**config.mk**
```make
export PLATFORM = sky130hd
export DESIGN_NAME = adder_nbit_serial
export DESIGN_NICKNAME = d
export VERILOG_FILES = /design/src/rtl/adder_nbit_serial.sv
export SDC_FILE = /design/constraint.sdc
export NUM_CORES = 1
export LEC_CHECK = 0
export BUFFER_PORTS_ARGS = -buffer_cell sky130_fd_sc_hd__buf_2
export CAP_MARGIN = 10
export CORE_MARGIN = 3
export CORE_UTILIZATION = 29
export CTS_BUF_LIST = sky130_fd_sc_hd__clkbuf_2 sky130_fd_sc_hd__clkbuf_4 sky130_fd_sc_hd__clkbuf_8
export CTS_CLUSTER_DIAMETER = 120
export DETAILED_ROUTE_END_ITERATION = 10
export PLACE_DENSITY_LB_ADDON = 0.05
export SYNTH_ARGS = -nofsm -noshare
export SYNTH_HDL_FRONTEND = slang
export SYNTH_SLANG_ARGS = --single-unit
```
**constraint.sdc**
```tcl
create_clock -name i_clk -period 2.74 [get_ports i_clk]
set_clock_uncertainty 0.1 [all_clocks]
set_input_delay 0.137 -clock i_clk [delete_from_list [all_inputs] [get_ports i_clk]]
set_output_delay 0.137 -clock i_clk [all_outputs]
set_load 0.02 [all_outputs]
```
**src/rtl/adder_nbit_serial.sv**
```systemverilog
// adder_nbit_serial
//   Bit-serial add/subtract unit. One full-adder cell is reused for DATA_W
//   cycles, LSB first. Requests and results use valid/ready handshakes.
//
//   Ports
//     i_clk        sole clock, rising edge
//     i_rst_n      asynchronous active-low reset
//     i_req_valid  request operands valid
//     o_req_ready  block can accept a request (IDLE only)
//     i_num_a      operand a
//     i_num_b      operand b
//     i_sub        1 = a-b, 0 = a+b+i_cry
//     i_cry        carry-in for add, ignored for subtract
//     o_res_valid  result valid (DONE)
//     i_res_ready  consumer accepts result
//     o_res        sum/difference modulo 2^DATA_W
//     o_cry        unsigned carry-out (subtract: 1 = no borrow)
//     o_ovf        two's-complement overflow
//     o_busy       high while an operation is in progress or held
//
//   Also contains adder_01bit_full, the 1-bit full adder cell.

module adder_01bit_full (
    input  logic i_a,
    input  logic i_b,
    input  logic i_ci,
    output logic o_s,
    output logic o_co
);
    assign o_s  = i_a ^ i_b ^ i_ci;
    assign o_co = (i_a & i_b) | (i_ci & (i_a ^ i_b));
endmodule

// state | meaning
// ------+-------------------------------------------------------------
// IDLE  | waiting for a request; last result still on the outputs
// CALC  | one bit per cycle through the full-adder cell, LSB first
// DONE  | result presented, held until the consumer takes it
module adder_nbit_serial #(
    parameter int DATA_W = 8
) (
    input  logic              i_clk,
    input  logic              i_rst_n,
    input  logic              i_req_valid,
    output logic              o_req_ready,
    input  logic [DATA_W-1:0] i_num_a,
    input  logic [DATA_W-1:0] i_num_b,
    input  logic              i_sub,
    input  logic              i_cry,
    output logic              o_res_valid,
    input  logic              i_res_ready,
    output logic [DATA_W-1:0] o_res,
    output logic              o_cry,
    output logic              o_ovf,
    output logic              o_busy
);
    localparam int CNT_W = $clog2(DATA_W);
    localparam logic [CNT_W-1:0] CNT_LAST = CNT_W'(DATA_W - 1);

    typedef enum logic [1:0] {
        S_IDLE = 2'd0,
        S_CALC = 2'd1,
        S_DONE = 2'd2
    } state_t;

    state_t            state_q,   state_d;
    logic [DATA_W-1:0] a_q,       a_d;
    logic [DATA_W-1:0] b_q,       b_d;
    logic [DATA_W-1:0] acc_q,     acc_d;
    logic              cry_q,     cry_d;
    logic [CNT_W-1:0]  cnt_q,     cnt_d;
    logic [DATA_W-1:0] res_out_q, res_out_d;
    logic              cry_out_q, cry_out_d;
    logic              ovf_out_q, ovf_out_d;

    logic fa_s;
    logic fa_co;

    adder_01bit_full u_fa (
        .i_a  (a_q[0]),
        .i_b  (b_q[0]),
        .i_ci (cry_q),
        .o_s  (fa_s),
        .o_co (fa_co)
    );

    always_ff @(posedge i_clk or negedge i_rst_n) begin
        if (!i_rst_n) begin
            state_q   <= S_IDLE;
            a_q       <= '0;
            b_q       <= '0;
            acc_q     <= '0;
            cry_q     <= 1'b0;
            cnt_q     <= '0;
            res_out_q <= '0;
            cry_out_q <= 1'b0;
            ovf_out_q <= 1'b0;
        end else begin
            state_q   <= state_d;
            a_q       <= a_d;
            b_q       <= b_d;
            acc_q     <= acc_d;
            cry_q     <= cry_d;
            cnt_q     <= cnt_d;
            res_out_q <= res_out_d;
            cry_out_q <= cry_out_d;
            ovf_out_q <= ovf_out_d;
        end
    end

    always_comb begin
        state_d   = state_q;
        a_d       = a_q;
        b_d       = b_q;
        acc_d     = acc_q;
        cry_d     = cry_q;
        cnt_d     = cnt_q;
        res_out_d = res_out_q;
        cry_out_d = cry_out_q;
        ovf_out_d = ovf_out_q;

        case (state_q)
            S_IDLE: begin
                if (i_req_valid) begin
                    state_d = S_CALC;
                    a_d     = i_num_a;
                    // Subtract as a + ~b + 1.
                    b_d     = i_sub ? ~i_num_b : i_num_b;
                    cry_d   = i_sub ? 1'b1 : i_cry;
                    cnt_d   = '0;
                end
            end
            S_CALC: begin
                a_d   = a_q >> 1;
                b_d   = b_q >> 1;
                acc_d = {fa_s, acc_q[DATA_W-1:1]};
                cry_d = fa_co;
                cnt_d = cnt_q + CNT_W'(1);
                if (cnt_q == CNT_LAST) begin
                    // cry_q is the carry into the MSB, fa_co the carry out of it.
                    state_d   = S_DONE;
                    res_out_d = {fa_s, acc_q[DATA_W-1:1]};
                    cry_out_d = fa_co;
                    ovf_out_d = cry_q ^ fa_co;
                end
            end
            S_DONE: begin
                if (i_res_ready) begin
                    state_d = S_IDLE;
                end
            end
            default: begin
                state_d = S_IDLE;
            end
        endcase
    end

    assign o_req_ready = (state_q == S_IDLE);
    assign o_res_valid = (state_q == S_DONE);
    assign o_busy      = (state_q != S_IDLE);
    assign o_res       = res_out_q;
    assign o_cry       = cry_out_q;
    assign o_ovf       = ovf_out_q;

endmodule

```
==> out/metrics.yaml, run 1 <==
drt-total-wl_microns: 3617
wl_per_cell_microns: 14.02
ant_nets: 0
seq_area_frac_synth_pct: 55.83
fmax_ghz: 0.5319
combPwrFrac_pct: 34.9
viasPerCell: 4.775
holdPathStages: 3
clock_latency_ns: 0.29
ioPinCount: 35
grt_pass1_wl_microns: 6382
finalHoldViolCount: 0
grt_max_degree: 40
cts_num_sinks: 39
async_reset_ff_share_pct: 100.0
grt_pass1_vias: 1297
worstPathArrival_ns: 1.64
gp_congestion: 0.7849
cts-resized-gates: 0
ctsHoldBuffers: 2
stdcell_count: 258
fin_area_sq_um: 2135
p_switching_mw: 0.8150
cp_max_fo: 17
max-cap-violations: 0
initial_utilization_pct: 30.80
power_density_nw_per_um2: 1127
firstDrtPassIters: 4
synth_edf_count: 0
core_area_sq_um: 5675
setup_viol: 0
ir_drop_uv: 381.2
ys.flop_type: "dfrtp_1"
overflow: 0
place_ws_ns: 1.006
critPathRequiredTime_ns: 2.50
fillers: 572
r2r_slack_ns: 1.00
r2r-end: "a_q[3]$_DFFE_PN0P_"
setup.worst_path.class: "flip-flop to output pin"
clock_path_buffers: 2
synth-seq-cells: 39
p_int_mw: 1.590
tightest_slew_ns: 0.8707
dp_hpwl_microns: 2564
seq_power_share_pct: 41.3
syn_inst: 148
hold_end: "a_q[2]$_DFFE_PN0P_"
die-area_sq_um: 6995
rsz0062_at_grt: "false"
antenna_cells: 0
rows: 27
die_w_microns: 83.64
status: "finished clean"
synth_top_cell_area_share_pct: 55.83
p_sw_share_pct: 33.89
worst_hold_slack_ns: 0.03702
finalSetupTns_ns: 0
yosys.cell_types.count: 31
synth_top_cell_by_area: "dfrtp_1"
first_iter_violations: 39
area_delta_synth_final_pct: 22.12
cts.htree.levels: 2
min_from: "i_num_a[2]"
synth_area_sq_um: 1748
drive_above_1_share_pct: 35.48
placed_area_sq_um: 1978
cts_tree: "done"
rr_startpoint: "state_q[0]$_DFFE_PN0P_"
cts_setup_buffers: 0
clk_pin_slew_ns: 0.08
vias: 1232
fin_crit_sh_pct: 68.62
drc: 0
io_buffers: 34
layout_min_cycle_time_ns: 1.880
placedCellCount: 248
slew_headroom_pct: 41.95
power.leakage_nw: 0.9796
root_buffer: "clkbuf_8"
worstRegToRegCells: 4
hold_class: "input pin to flip-flop"
cts-buffers-inserted: 5
crit_path_start_kind: "flip-flop"
drv_slew: 0
synth_area_leaders: "dfrtp_1, mux2_2, xnor2_1, nand2_1, o21ai_0"
syn-num-nets: 173
antenna_found_initial: 0
p_clk_share_pct: 23.8
grtUsageTotal_pct: 11.34
nNetsFinal: 210
syn_area_per_cell_sq_um: 11.81
cp-end-kind: "output pin"
die_h_microns: 83.64
ys_warn_count: 0
layout_setup_ws_ns: 0.8599
## layer usage
| layer | vias to the layer above | global-route usage [%] | part of all wire (%) |
|---|---|---|---|
| met5 | - | 0 | 0 |
| met4 | 0 | 3.947 | 1.5 |
| met3 | 6 | 3.850 | 5.4 |
| met2 | 29 | 17.79 | 49 |
| met1 | 602 | 14.55 | 44 |
| li1 | 595 | - | - |
## critical path: stages, from the launching register on
cell and delay (ns):
dfrtp_1 0.62, clkinv_1 0.37, nor2_1 0.18, buf_2 0.17
## registers in the layout (all words and copies together) (netlist names)
| register | flops |
|---|---|
| a_q | 8 |
| b_q | 8 |
| o_res | 8 |
| acc_q | 7 |
| cnt_q | 3 |
| state_q | 2 |
| cry_q | 1 |
| o_cry | 1 |
| o_ovf | 1 |
## power by group through the flow
| stage | registers [mW] | logic, mW | clock network, mW |
|---|---|---|---|
| finish | 0.993 | 0.839 | 0.573 |
| floorplan | 1.04 | 0.563 | 0 |
| global route | 1.03 | 0.939 | 0.617 |
| CTS | 0.998 | 0.860 | 0.592 |
| global placement | 1.00 | 0.834 | 0 |
| detailed placement | 1.01 | 0.859 | 0 |
## kinds of logic after synthesis
kind of cell / synth area share [%]
and+or+nand+nor: 9.879
buffers and inverters: 3.651
DFF: 55.83
adders and majority gates: 2.577
xor gates and xnor gates: 4.510
AOI/OAI and AO/OA: 13.24
muxes: 10.31
## layout make-up
class / count / area [sq um] / area share [%]
clock inverters: 3 / 67.56 / 3.165
inverters: 3 / 11.26 / 0.5275
well taps: 72 / 90.09 / 4.220
flip-flops and latches: 39 / 975.9 / 45.72
clock buffers: 5 / 68.82 / 3.224
multi-input cells: 97 / 708.2 / 33.18
repair buffers: 39 / 212.7 / 9.965
## worst max path at each step
stage / from / end / slack, ns
2_1_floorplan: cnt_q[0]$_DFFE_PN0P_ / o_cry$_DFFE_PN0P_ / 1.11
3_3_place_gp: cnt_q[0]$_DFFE_PN0P_ / o_res[0]$_DFFE_PN0P_ / 1.03
3_5_place_dp: state_q[0]$_DFFE_PN0P_ / a_q[3]$_DFFE_PN0P_ / 1.01
4_1_cts: state_q[1]$_DFFE_PN0P_ / o_res_valid / 0.79
5_1_grt: state_q[1]$_DFFE_PN0P_ / o_res_valid / 0.66
6_report: state_q[1]$_DFFE_PN0P_ / o_res_valid / 0.86
## through the flow
step	power (mW)	util, %
2_1_floorplan	1.599	-
3_3_place_gp	1.834	34.85
3_5_place_dp	1.867	34.85
4_1_cts	2.450	37.61
5_1_grt	2.587	37.61
6_report	2.405	37.61
## cell usage after synthesis (all sizes together), types with 3 or more instances
cell    instances
a221o           3
nand2          17
o211ai          4
dfrtp          39
buf             8
a22oi           7
xnor2           8
nor2            6
o21ai          12
nand3           4
mux2           16
## layout by cell type, fill, tap and decap left out, drive strengths merged
master / n
and2b: 2
nand3b: 1
fa: 1
o211ai: 4
nand3: 4
o21ai: 12
a21oi: 2
o21bai: 1
nor2: 6
or2: 1
a31oi: 2
and3b: 1
dfrtp: 39
a221o: 3
a22oi: 7
dlygate4sd3: 2
a22o: 2
o31ai: 1
nand2: 17
inv: 2
xnor2: 8
nor2b: 2
xor2: 1
buf: 37
bufinv: 2
clkbuf: 5
or3b: 1
clkinvlp: 1
clkinv: 1
ha: 2
mux2: 16
Note: power is estimated with default switching activity, not from simulation.
==> run 2, diff against run 1 <==
Clock period 2.74 ns to 1.9 ns, I/O delays scaled along.
==> out/metrics.yaml, run 2 (same netlist as run 1, synthesis figures left out) <==
status: "finished clean"
viasPerCell: 4.639
place_ws_ns: 0.2738
ioPinCount: 35
clock_path_buffers: 2
dp_hpwl_microns: 2620
cts_setup_buffers: 0
cts.htree.levels: 2
vias: 1234
setup_viol: 0
wl_per_cell_microns: 13.72
layout_min_cycle_time_ns: 1.623
grtUsageTotal_pct: 11.57
power.leakage_nw: 1.014
overflow: 0
antenna_found_initial: 0
area_delta_synth_final_pct: 25.34
ant_nets: 0
ir_drop_uv: 484.9
clk_pin_slew_ns: 0.08
holdPathStages: 3
mostFrequentLayoutCell: "dfrtp_1"
layout_setup_ws_ns: 0.2766
rsz0062_at_grt: "false"
stdcell_count: 266
critPathRequiredTime_ns: 1.98
hold_end: "a_q[4]$_DFFE_PN0P_"
worstPathArrival_ns: 1.71
fmax_ghz: 0.6160
initial_utilization_pct: 30.80
max-cap-violations: 0
fillers: 566
fin_crit_sh_pct: 85.44
finalSetupTns_ns: 0
clock_latency_ns: 0.29
setup.worst_path.class: "flip-flop to flip-flop"
slew_headroom_pct: 66.75
gp_congestion: 0.6979
min_from: "i_num_a[4]"
final_cell_mix: "dfrtp_1, buf_2, nand2_1, mux2_2, o21ai_0"
grt_max_degree: 40
first_iter_violations: 67
r2r_slack_ns: 0.28
rr_startpoint: "cnt_q[0]$_DFFE_PN0P_"
drc: 0
grt_pass1_vias: 1338
placedCellCount: 254
cts_tree: "done"
nNetsFinal: 218
cts-buffers-inserted: 5
drt-total-wl_microns: 3650
finalHoldViolCount: 0
firstDrtPassIters: 4
tightest_slew_ns: 0.4988
core_area_sq_um: 5675
hold_class: "input pin to flip-flop"
r2r-end: "o_res[2]$_DFFE_PN0P_"
root_buffer: "clkbuf_8"
die_h_microns: 83.64
cp_max_fo: 11
power_density_nw_per_um2: 1561
antenna_cells: 0
rows: 27
cts_num_sinks: 39
drv_slew: 0
cp-end-kind: "flip-flop"
die_w_microns: 83.64
worstRegToRegCells: 5
grt_pass1_wl_microns: 6410
crit_path_start_kind: "flip-flop"
die-area_sq_um: 6995
drive_above_1_share_pct: 38.14
io_buffers: 34
[run 2: how the worst max path moves through the flow]
stage / from / end / slack (ns) / cells after the start
2_1_floorplan: cnt_q[0]$_DFFE_PN0P_ / o_cry$_DFFE_PN0P_ / 0.27 / 5
3_3_place_gp: state_q[1]$_DFFE_PN0P_ / acc_q[7]$_DFFE_PN0P_ / 0.28 / 3
3_5_place_dp: state_q[1]$_DFFE_PN0P_ / acc_q[7]$_DFFE_PN0P_ / 0.27 / 3
4_1_cts: state_q[1]$_DFFE_PN0P_ / o_res_valid / 0.14 / 3
5_1_grt: state_q[0]$_DFFE_PN0P_ / b_q[2]$_DFFE_PN0P_ / 0.19 / 3
6_report: cnt_q[0]$_DFFE_PN0P_ / o_res[2]$_DFFE_PN0P_ / 0.28 / 5
[run 2: repair_timing]
item,4_1_cts,5_1_grt
cloned,0,0
setup endpoints to repair,1,1
hold buffers,4,0
endpoints found under the hold margin,42,0
resized for setup,1,1
[run 2: layout make-up]
cell class	count	area, sq um	share of cell area (%)
Clock buffer	5	68.82	3.141
Tap cell	72	90.09	4.112
Clock inverter	3	43.79	1.999
Multi-Input combinational cell	97	708.2	32.32
Timing Repair Buffer	47	290.3	13.25
Sequential cell	39	977.2	44.60
Inverter	3	12.51	0.5711
[run 2: routing by layer]
metal	vias to the layer above	wire, microns	GRT usage (%)
li1	610	-	-
met1	584	1677	13.70
met2	35	1738	19.74
met3	5	184	3.653
met4	0	49	3.947
met5	-	0	0
[run 2: metrics by stage]
step	area, sq um	power, mW	hold WS (ns)	utilization (%)
6_report	2191	3.420	0.003899	38.60
5_1_grt	2191	3.698	0.01288	38.60
4_1_cts	2190	3.475	0.0006327	38.58
3_5_place_dp	2036	2.773	0.08836	35.87
3_3_place_gp	2036	2.730	0.08228	35.87
2_1_floorplan	1748	2.306	-0.3006	-
[run 2: critical path, cell delays in order (launching register included)]
cell      delay [ns]
dfrtp_1         0.39
ha_1            0.20
ha_1            0.19
nand3b_1        0.08
buf_4           0.19
mux2_2          0.35
[run 2: power by group]
part	internal, mW	leakage (nW)	switching [mW]
sequential	1.19	0.491	0.238
clock	0.391	0.0581	0.299
combinational	0.650	0.466	0.650
total	2.23	1.01	1.19
==> run 3, diff against run 2 <==
Settings changed: BUFFER_PORTS_ARGS -buffer_cell sky130_fd_sc_hd__buf_2 to unset, DONT_BUFFER_PORTS set to 1.
==> out/metrics.yaml, run 3 (same netlist as run 1, synthesis figures left out) <==
area_delta_synth_final_pct: 26.70
initial_utilization_pct: 30.80
setup_viol: 0
fmax_ghz: 0.5832
final_cell_mix: "dfrtp_1, dlygate4sd3_1, nand2_1, mux2_2, o21ai_0"
clock_path_buffers: 2
clock_latency_ns: 0.29
setup.worst_path.class: "flip-flop to output pin"
grtUsageTotal_pct: 11.24
routed.top_layer: "met4"
die_w_microns: 83.64
drt-total-wl_microns: 3745
cts-buffers-inserted: 5
clk_pin_slew_ns: 0.08
grt_pass1_wl_microns: 6292
finalPower_mw: 3.434
layout_min_cycle_time_ns: 1.715
dp_hpwl_microns: 2507
tightest_slew_ns: 0.5172
rsz0062_at_grt: "false"
cts_setup_buffers: 0
status: "finished clean"
worstPathArrival_ns: 1.52
hold_class: "input pin to flip-flop"
layout_setup_ws_ns: 0.1854
mostFrequentLayoutCell: "dfrtp_1"
cp_max_fo: 9
drive_above_1_share_pct: 22.03
firstDrtPassIters: 4
ioPinCount: 35
antenna_found_initial: 0
antenna_cells: 0
place_ws_ns: 0.2647
fin_util_pct: 39.02
wl_met2_microns: 1766
fin_crit_sh_pct: 90.24
finalSetupTns_ns: 0
first_iter_violations: 75
viasPerCell: 4.743
finalHoldViolCount: 0
grt_pass1_vias: 1230
critPathRequiredTime_ns: 1.70
crit_path_start_kind: "flip-flop"
power_density_nw_per_um2: 1551
cts_num_sinks: 39
cp_slowest_cell: "dfrtp_1"
cp-end-kind: "output pin"
slew_headroom_pct: 65.50
drc: 0
ir_drop_uv: 475.4
io_buffers: 0
vias: 1181
overflow: 0
max-cap-violations: 0
cts.htree.levels: 2
rows: 27
critical-path-max-stage-delay_ns: 0.52
cts_tree: "done"
fillers: 567
core_area_sq_um: 5675
gp_congestion: 0.7627
root_buffer: "clkbuf_8"
drv_slew: 0
wl_per_cell_microns: 15.04
grt_max_degree: 40
m1WireLength_microns: 1745
nNetsFinal: 201
die-area_sq_um: 6995
ant_nets: 0
route.met3.wl_microns: 191
die_h_microns: 83.64
power.leakage_nw: 0.9516
cp_cell_sequence: "clkinv_1 > nor2_2"
## run 3: cell count changes in the layout (fill, tap and decap cells not counted), sizes merged
cell	delta
clkinvlp	+1
buf	-34
bufinv	+1
dlygate4sd3	+17
clkinv	-2
## run 3: through the flow
stage	cells	cell area, sq um	hold WS (ns)
2_1_floorplan	148	1748	-0.3006
6_report	249	2215	0.002194
3_5_place_dp	219	1846	-0.2995
5_1_grt	249	2215	0.01677
4_1_cts	249	2212	0.0007420
3_3_place_gp	219	1846	-0.2996
## run 3: area by class of cell
cell class | instances | area, sq um | share of cell area, %
Inverter | 3 | 11.26 | 0.5085
Timing Repair Buffer | 30 | 290.3 | 13.11
Multi-Input combinational cell | 97 | 710.7 | 32.09
Sequential cell | 39 | 975.9 | 44.07
Clock buffer | 5 | 68.82 | 3.107
Tap cell | 72 | 90.09 | 4.068
Clock inverter | 3 | 67.56 | 3.051
## run 3: where the power goes
group	total, mW	switching [mW]	internal (mW)
Sequential	1.57	0.375	1.19
Clock	0.826	0.302	0.524
Combinational	1.04	0.484	0.558
Total	3.43	1.16	2.27
## run 3: worst paths after layout
kind                                             start                endpoint  slack, ns  depth (start not counted)
worst max-delay path            state_q[1]$_DFFE_PN0P_             o_res_valid       0.19                          2
min in group asynchronous                      i_rst_n  state_q[1]$_DFFE_PN0P_       0.21                          2
worst min-delay path                             i_sub       cry_q$_DFFE_PN0P_      0.002                          3
worst min register to register      a_q[2]$_DFFE_PN0P_      a_q[2]$_DFFE_PN0P_       0.39                          2
worst max register to register    cnt_q[0]$_DFFE_PN0P_    o_res[0]$_DFFE_PN0P_       0.25                          5
max in group asynchronous                      i_rst_n    acc_q[1]$_DFFE_PN0P_       1.30                          2
## run 3: timing repair
| item | 4_1_cts | 5_1_grt |
|---|---|---|
| hold endpoints to repair | 56 | 0 |
| setup endpoints to repair | 0 | 1 |
| hold buffers | 22 | 0 |
| resized for setup | 0 | 1 |
## run 3: critical path: cells and delay by family, from the launching register on
family / cells / cell delay, ns
buf+inv: 1 / 0.36
simple gates: 1 / 0.34
flops: 1 / 0.52
## run 3: layer usage
metal | vias to the layer above | track usage [%]
met5 | - | 0
met4 | 0 | 3.509
met3 | 5 | 3.850
met2 | 32 | 17.43
met1 | 570 | 14.76
li1 | 574 | -
